File: config.mk
export PLATFORM = sky130hd
export DESIGN_NAME = conv_serial_engine
export DESIGN_NICKNAME = d
export VERILOG_FILES = /design/src/rtl/conv_serial_engine.sv
export SDC_FILE = /design/constraint.sdc
export NUM_CORES = 2
export LEC_CHECK = 0
export ABC_CLOCK_PERIOD_IN_PS = 28500
export CAP_MARGIN = 10
export CORE_MARGIN = 5
export CORE_UTILIZATION = 55
export DETAILED_ROUTE_END_ITERATION = 6
export GPL_ROUTABILITY_DRIVEN = 0
export PLACE_DENSITY = 0.85
export SYNTH_ARGS = -nofsm -noshare
export SYNTH_HDL_FRONTEND = slang
export SYNTH_SLANG_ARGS = --single-unit
File: constraint.sdc
create_clock -name i_clk -period 28.5 [get_ports i_clk]
set_input_delay 8.55 -clock i_clk [delete_from_list [all_inputs] [get_ports i_clk]]
set_output_delay 8.55 -clock i_clk [all_outputs]
set_load 0.1 [all_outputs]
File: src/rtl/conv_serial_engine.sv
// conv_serial_engine
// Bit-serial convolution engine. Each transaction computes one KERNEL_SIZE-tap
// dot product of X and K. One K bit-plane is processed per cycle, so a
// transaction takes DATA_WIDTH cycles. The accumulator is preloaded with a bias,
// and the result is optionally passed through ReLU and saturated to OUT_WIDTH.
//
// Ports
//   i_clk, i_rst            clock, synchronous active-high reset
//   i_valid / o_ready       operand handshake (accept only in IDLE)
//   i_x, i_k                packed lanes, lane i at [i*DATA_WIDTH +: DATA_WIDTH]
//   i_bias                  accumulator preload
//   i_signed, i_relu        mode bits, captured at accept
//   o_valid / i_ready       result handshake
//   o_conv, o_sat           saturated result, saturation flag
//   i_perf_clr              clears both performance counters
//   o_perf_cycle_count      cycles spent outside IDLE
//   o_perf_op_count         completed output handshakes
//
// state   | meaning
// IDLE    | o_ready high, waiting for operands
// COMPUTE | one K bit-plane per cycle, b = 0 .. DATA_WIDTH-1
// FINISH  | ReLU + saturation, result registered
// OUTPUT  | o_valid high, result held until i_ready
module conv_serial_engine #(
    parameter int KERNEL_SIZE = 25,
    parameter int DATA_WIDTH  = 8,
    parameter int ACC_WIDTH   = 22,
    parameter int OUT_WIDTH   = 16
) (
    input  logic                              i_clk,
    input  logic                              i_rst,
    input  logic                              i_valid,
    output logic                              o_ready,
    input  logic [KERNEL_SIZE*DATA_WIDTH-1:0] i_x,
    input  logic [KERNEL_SIZE*DATA_WIDTH-1:0] i_k,
    input  logic [ACC_WIDTH-1:0]              i_bias,
    input  logic                              i_signed,
    input  logic                              i_relu,
    output logic                              o_valid,
    input  logic                              i_ready,
    output logic [OUT_WIDTH-1:0]              o_conv,
    output logic                              o_sat,
    input  logic                              i_perf_clr,
    output logic [31:0]                       o_perf_cycle_count,
    output logic [31:0]                       o_perf_op_count
);

    localparam int BW = $clog2(DATA_WIDTH);
    localparam logic [BW-1:0] LAST_BIT = BW'(DATA_WIDTH - 1);

    // Saturation bounds expressed at accumulator width.
    localparam logic [ACC_WIDTH-1:0] U_MAX = {ACC_WIDTH{1'b1}} >> (ACC_WIDTH - OUT_WIDTH);
    localparam logic [ACC_WIDTH-1:0] S_MAX = U_MAX >> 1;
    localparam logic [ACC_WIDTH-1:0] S_MIN = ~S_MAX;

    typedef enum logic [1:0] {
        IDLE    = 2'd0,
        COMPUTE = 2'd1,
        FINISH  = 2'd2,
        OUTPUT  = 2'd3
    } state_t;

    state_t                            state_q, state_d;
    logic [KERNEL_SIZE*DATA_WIDTH-1:0] x_q, x_d;
    logic [KERNEL_SIZE*DATA_WIDTH-1:0] k_q, k_d;
    logic                              signed_q, signed_d;
    logic                              relu_q, relu_d;
    logic [ACC_WIDTH-1:0]              acc_q, acc_d;
    logic [BW-1:0]                     bit_q, bit_d;
    logic [OUT_WIDTH-1:0]              conv_q, conv_d;
    logic                              sat_q, sat_d;
    logic [31:0]                       cyc_q, cyc_d;
    logic [31:0]                       ops_q, ops_d;

    logic [ACC_WIDTH-1:0]              psum;
    logic [ACC_WIDTH-1:0]              psum_shift;
    logic [ACC_WIDTH-1:0]              relu_val;
    logic [DATA_WIDTH-1:0]             lane;

    // Sum of the X lanes whose current K bit is set.
    always_comb begin
        psum = '0;
        lane = '0;
        for (int i = 0; i < KERNEL_SIZE; i++) begin
            lane = x_q[i*DATA_WIDTH +: DATA_WIDTH];
            if (k_q[i*DATA_WIDTH + int'(bit_q)]) begin
                if (signed_q) begin
                    psum = psum + {{(ACC_WIDTH-DATA_WIDTH){lane[DATA_WIDTH-1]}}, lane};
                end else begin
                    psum = psum + {{(ACC_WIDTH-DATA_WIDTH){1'b0}}, lane};
                end
            end
        end
        psum_shift = psum << bit_q;
    end

    // ReLU only applies to signed results.
    assign relu_val = (signed_q && relu_q && acc_q[ACC_WIDTH-1]) ? '0 : acc_q;

    always_comb begin
        state_d  = state_q;
        x_d      = x_q;
        k_d      = k_q;
        signed_d = signed_q;
        relu_d   = relu_q;
        acc_d    = acc_q;
        bit_d    = bit_q;
        conv_d   = conv_q;
        sat_d    = sat_q;
        ops_d    = ops_q;
        cyc_d    = (state_q != IDLE) ? cyc_q + 32'd1 : cyc_q;

        unique case (state_q)
            IDLE: begin
                if (i_valid) begin
                    x_d      = i_x;
                    k_d      = i_k;
                    signed_d = i_signed;
                    relu_d   = i_relu;
                    acc_d    = i_bias;
                    bit_d    = '0;
                    state_d  = COMPUTE;
                end
            end
            COMPUTE: begin
                // In two's complement the MSB plane carries negative weight.
                if (signed_q && bit_q == LAST_BIT) begin
                    acc_d = acc_q - psum_shift;
                end else begin
                    acc_d = acc_q + psum_shift;
                end
                if (bit_q == LAST_BIT) begin
                    state_d = FINISH;
                end else begin
                    bit_d = bit_q + 1'b1;
                end
            end
            FINISH: begin
                sat_d  = 1'b0;
                conv_d = relu_val[OUT_WIDTH-1:0];
                if (signed_q) begin
                    if ($signed(relu_val) > $signed(S_MAX)) begin
                        conv_d = S_MAX[OUT_WIDTH-1:0];
                        sat_d  = 1'b1;
                    end else if ($signed(relu_val) < $signed(S_MIN)) begin
                        conv_d = S_MIN[OUT_WIDTH-1:0];
                        sat_d  = 1'b1;
                    end
                end else if (relu_val > U_MAX) begin
                    conv_d = U_MAX[OUT_WIDTH-1:0];
                    sat_d  = 1'b1;
                end
                state_d = OUTPUT;
            end
            OUTPUT: begin
                if (i_ready) begin
                    ops_d   = ops_q + 32'd1;
                    state_d = IDLE;
                end
            end
            default: state_d = IDLE;
        endcase

        if (i_perf_clr) begin
            cyc_d = '0;
            ops_d = '0;
        end
    end

    always_ff @(posedge i_clk) begin
        if (i_rst) begin
            state_q  <= IDLE;
            x_q      <= '0;
            k_q      <= '0;
            signed_q <= 1'b0;
            relu_q   <= 1'b0;
            acc_q    <= '0;
            bit_q    <= '0;
            conv_q   <= '0;
            sat_q    <= 1'b0;
            cyc_q    <= '0;
            ops_q    <= '0;
        end else begin
            state_q  <= state_d;
            x_q      <= x_d;
            k_q      <= k_d;
            signed_q <= signed_d;
            relu_q   <= relu_d;
            acc_q    <= acc_d;
            bit_q    <= bit_d;
            conv_q   <= conv_d;
            sat_q    <= sat_d;
            cyc_q    <= cyc_d;
            ops_q    <= ops_d;
        end
    end

    assign o_ready            = (state_q == IDLE);
    assign o_valid            = (state_q == OUTPUT);
    assign o_conv             = conv_q;
    assign o_sat              = sat_q;
    assign o_perf_cycle_count = cyc_q;
    assign o_perf_op_count    = ops_q;

endmodule

==> results of run 1 <==
[cell families after synthesis]
family / Yosys count / share of synthesized area (%)
DFF: 510 / 17.88
and+or+nand+nor: 3094 / 24.20
muxes: 219 / 5.070
AOI/OAI and AO/OA: 2643 / 29.94
adders and majority gates: 544 / 12.26
buffers and inverters: 609 / 4.358
xor gates and xnor gates: 400 / 6.295
[per-stage QoR]
step / TNS, ns / util (%) / instance area [um^2] / setup slack (ns)
after floorplan: -0.2437 / - / 58120 / -0.1289
after global placement: -34.42 / 75.48 / 78010 / -3.554
after detailed placement: -49.91 / 75.48 / 78010 / -4.738
after CTS: -10.85 / 80.50 / 83190 / -1.584
[metal layers]
metal	GRT overflow	GRT usage [%]
met1	124	77.62
met5	15	56.80
met4	473	79.72
met3	136	72.65
met2	1233	94.36
[repair_timing]
item	CTS
setup endpoints to repair	18
pin swaps	232
gates resized for setup	364
setup buffers	199
hold buffers	0
==> results.yml, run 1 <==
status:
  stop_stage: "5_1_grt"
  tool.error: "[ERROR GRT-0232] Routing congestion too high. Check the congestion heatmap in the GUI."
  outcome: "stopped before the end"
die:
  io_pins: 512
  initial_core_util_pct: 55.26
  row_count: 118
  fp.dieW_um: 332.2
  die_h_um: 332.2
synthesis:
  avgSynthCellArea_um2: 7.121
  synth.distinct_cells: 120
  netlist_top_cells_area: "dfxtp_1, ha_1, nand2_1, a21oi_1, nor2_1"
  synth_ff_type: "dfxtp_1"
  synth_top_area_share_pct: 17.88
  yosysTopAreaCell: "dfxtp_1"
  synth_nets: 8992
  syn_inst: 8019
  synth-seq-cells: 510
  yosysWarnings: 0
  synth_area_um2: 57110
  synth_common_cells: "nand2_1, a21oi_1, nor2_1"
  synth_edf_count: 0
  synth.most_common_cell: "nand2_1"
  synthArstFlopShare_pct: 0
  yosysSeqAreaShare_pct: 17.88
clock_network:
  cts_sinks: 510
  htreeDepth: 2
  cts_buffer_depth: 3
  cts_root_buffer: "clkbuf_16"
  numCtsBuffers: 54
place:
  port_buffers: 511
  dp.cells: 11494
  dp_hpwl_mm: 200.2
global_route:
  grt_usage_pct: 80.96
  gr-total-overflow: 1981
  grt_max_degree: 107
==> inputs of run 2 (changes only) <==
==> config.mk (replaced) <==
export PLATFORM = sky130hd
export DESIGN_NAME = conv_serial_engine
export DESIGN_NICKNAME = d
export VERILOG_FILES = /design/src/rtl/conv_serial_engine.sv
export SDC_FILE = /design/constraint.sdc
export NUM_CORES = 2
export LEC_CHECK = 0
export ABC_CLOCK_PERIOD_IN_PS = 37100
export CAP_MARGIN = 10
export CORE_MARGIN = 5
export CORE_UTILIZATION = 40
export DETAILED_ROUTE_END_ITERATION = 6
export GPL_ROUTABILITY_DRIVEN = 0
export PLACE_DENSITY_LB_ADDON = 0.15
export SYNTH_ARGS = -nofsm -noshare
export SYNTH_HDL_FRONTEND = slang
export SYNTH_SLANG_ARGS = --single-unit
==> constraint.sdc (replaced) <==
create_clock -name i_clk -period 37.1 [get_ports i_clk]
set_input_delay 11.13 -clock i_clk [delete_from_list [all_inputs] [get_ports i_clk]]
set_output_delay 11.13 -clock i_clk [all_outputs]
set_load 0.1 [all_outputs]
==> run 2 against run 1 <==
  * The flow now finishes without violations
  * Synthesized area unchanged
  * Synthesized cell count unchanged
==> results.yml, run 2 <==
synthesis:
  synth_common_cells: "nand2_1, a21oi_1, nor2_1"
  yosysSeqAreaShare_pct: 17.88
  yosysWarnings: 0
  avgSynthCellArea_um2: 7.121
  synthArstFlopShare_pct: 0
  synth_nets: 8992
  netlist_top_cells_area: "dfxtp_1, ha_1, nand2_1, a21oi_1, nor2_1"
  synth_ff_type: "dfxtp_1"
  synth_edf_count: 0
  synth_top_area_share_pct: 17.88
  synth.most_common_cell: "nand2_1"
  synth-seq-cells: 510
  yosysTopAreaCell: "dfxtp_1"
  synth.distinct_cells: 120
  syn_inst: 8019
  synth_area_um2: 57110
die:
  die_h_um: 387.8
  core_area_um2: 141800
  die_area_um2: 150400
  fp.dieW_um: 387.8
  row_count: 138
  initial_core_util_pct: 40.28
  io_pins: 512
clock_network:
  clkLatencyLatePin_ns: 0.73
  htreeDepth: 2
  cts_tree: "yes"
  cts_buffer_depth: 3
  clk_pin_slew_ns: 0.06
  hold_buffers: 0
  cts_root_buffer: "clkbuf_16"
  cts_sinks: 510
  numCtsBuffers: 60
drt:
  vias_per_cell: 6.062
  drt_iter0_markers: 5788
  drc: 0
  wl_mm: 234.9
  wl_per_cell_um: 22.64
  via_count: 62890
  drtPass1Iterations: 6
  drtAntennaViolNets: 0
layout:
  fill_cells: 14343
  nets: 9401
  layout_commonest_cell: "nand2_1"
  reg_top3: "k_q x200, x_q x200"
  utilization_pct: 47.41
  post_route_cells_drive_above_1_share_pct: 7.089
  fin_cells: 10375
  syn2layout_area_growth_pct: 17.69
  mostFrequentLayoutCells: "nand2_1, a21oi_1, nor2_1"
timing:
  setup_tns_ns: 0
  slew_violations: 0
  finalCriticalPeriod_ns: 35.31
  worst_pin_slew_ns: 1.226
  period_share_pct: 95.17
  whs_ns: 0.4516
  finalClockSkew_ns: 0.06329
  setup_viol: 0
  hold_viol: 0
  grt_setup_unrepaired: "no"
  slew_headroom_pct: 18.08
  fmax_mhz: 28.32
worst_hold_path:
  worstHoldPathType: "reg2reg"
  worstHoldStart: "k_q[8]"
critical_path:
  crit_top_cell: "ha_1"
  cp_max_fo: 13
  critical_path_class: "reg2reg"
  crit_required_ns: 37.68
  arrival_ns: 35.89
  worst_setup_path_start_kind: "register"
  slowest_stage: "or4_1"
  reg2reg_from: "bit_q[1]"
  cp-end-kind: "register"
  slowest_delay_ns: 0.57
  critical_path.startpoint: "bit_q[1]"
global_route:
  grt_max_degree: 173
  grt_antenna_before_repair: 30
  grt_pass1_wl_mm: 350.9
  grt_pass1_vias: 58444
  gr-total-overflow: 0
  grt_usage_pct: 29.18
place:
  dp_hpwl_mm: 185.3
  dp.cells: 10236
  port_buffers: 511
flow_run:
  max-cap-violations: 0
status:
  outcome: "finished, final reports clean"
-- run 2: kinds of logic after synthesis --
group | synth area share, %
compound gates | 29.94
flops | 17.88
buf+inv | 4.358
xor+xnor | 6.295
fa+ha+maj | 12.26
simple gates | 24.20
mux | 5.070
-- run 2: stage by stage --
step | setup WS, ns | instance area (um^2)
final | 1.794 | 67210
after global routing | 0.003155 | 67190
after CTS | 0.08307 | 66740
after detailed placement | -0.4528 | 64500
after global placement | -0.3487 | 64500
after floorplan | 6.532 | 57110
-- run 2: layout make-up --
| cell class | count | area [um^2] | area share [%] |
|---|---|---|---|
| well taps | 1890 | 2365 | 3.519 |
| clock buffers | 78 | 1689 | 2.513 |
| multi-input cells | 6900 | 44830 | 66.70 |
| inverters | 260 | 975.9 | 1.452 |
| repair buffers | 696 | 6604 | 9.826 |
| flip-flops and latches | 510 | 10220 | 15.21 |
| diodes | 7 | 17.52 | 0.02606 |
| clock inverters | 34 | 511.7 | 0.7614 |
-- run 2: worst paths after layout --
kind / endpoint / slack, ns / depth (start not counted)
setup / recovery: acc_q[21] / 1.79 / 149
hold reg to reg: k_q[8] / 0.45 / 2
setup reg to reg: acc_q[21] / 1.79 / 149
hold / removal: k_q[8] / 0.45 / 2
-- run 2: what timing repair did --
action / 4_1_cts / 5_1_grt
setup endpoints to repair: 4 / 10
pin swaps: 3 / 10
setup buffers: 1 / 19
gates resized for setup: 4 / 64
-- run 2: worst max-delay path: cells and delay by family, from the launching register on --
family                     cells  cell delay (ns)
AOI/OAI and AO/OA             61            13.16
muxes                          6             1.83
adders and majority gates     26             8.84
DFF                            1             0.37
and+or+nand+nor               32             7.11
buffers and inverters          7             0.57
xor gates and xnor gates      17             3.17
-- run 2: per-layer routing --
layer	wire (um)	global-route usage, %
met1	101300	39.41
met2	98630	44.54
met3	24750	7.825
met4	9865	10.75
met5	311	0
Power of run 2 is left out: the tool's default activity adds up to more than one toggle a clock period on the data nets, which glitch-free logic cannot reach.
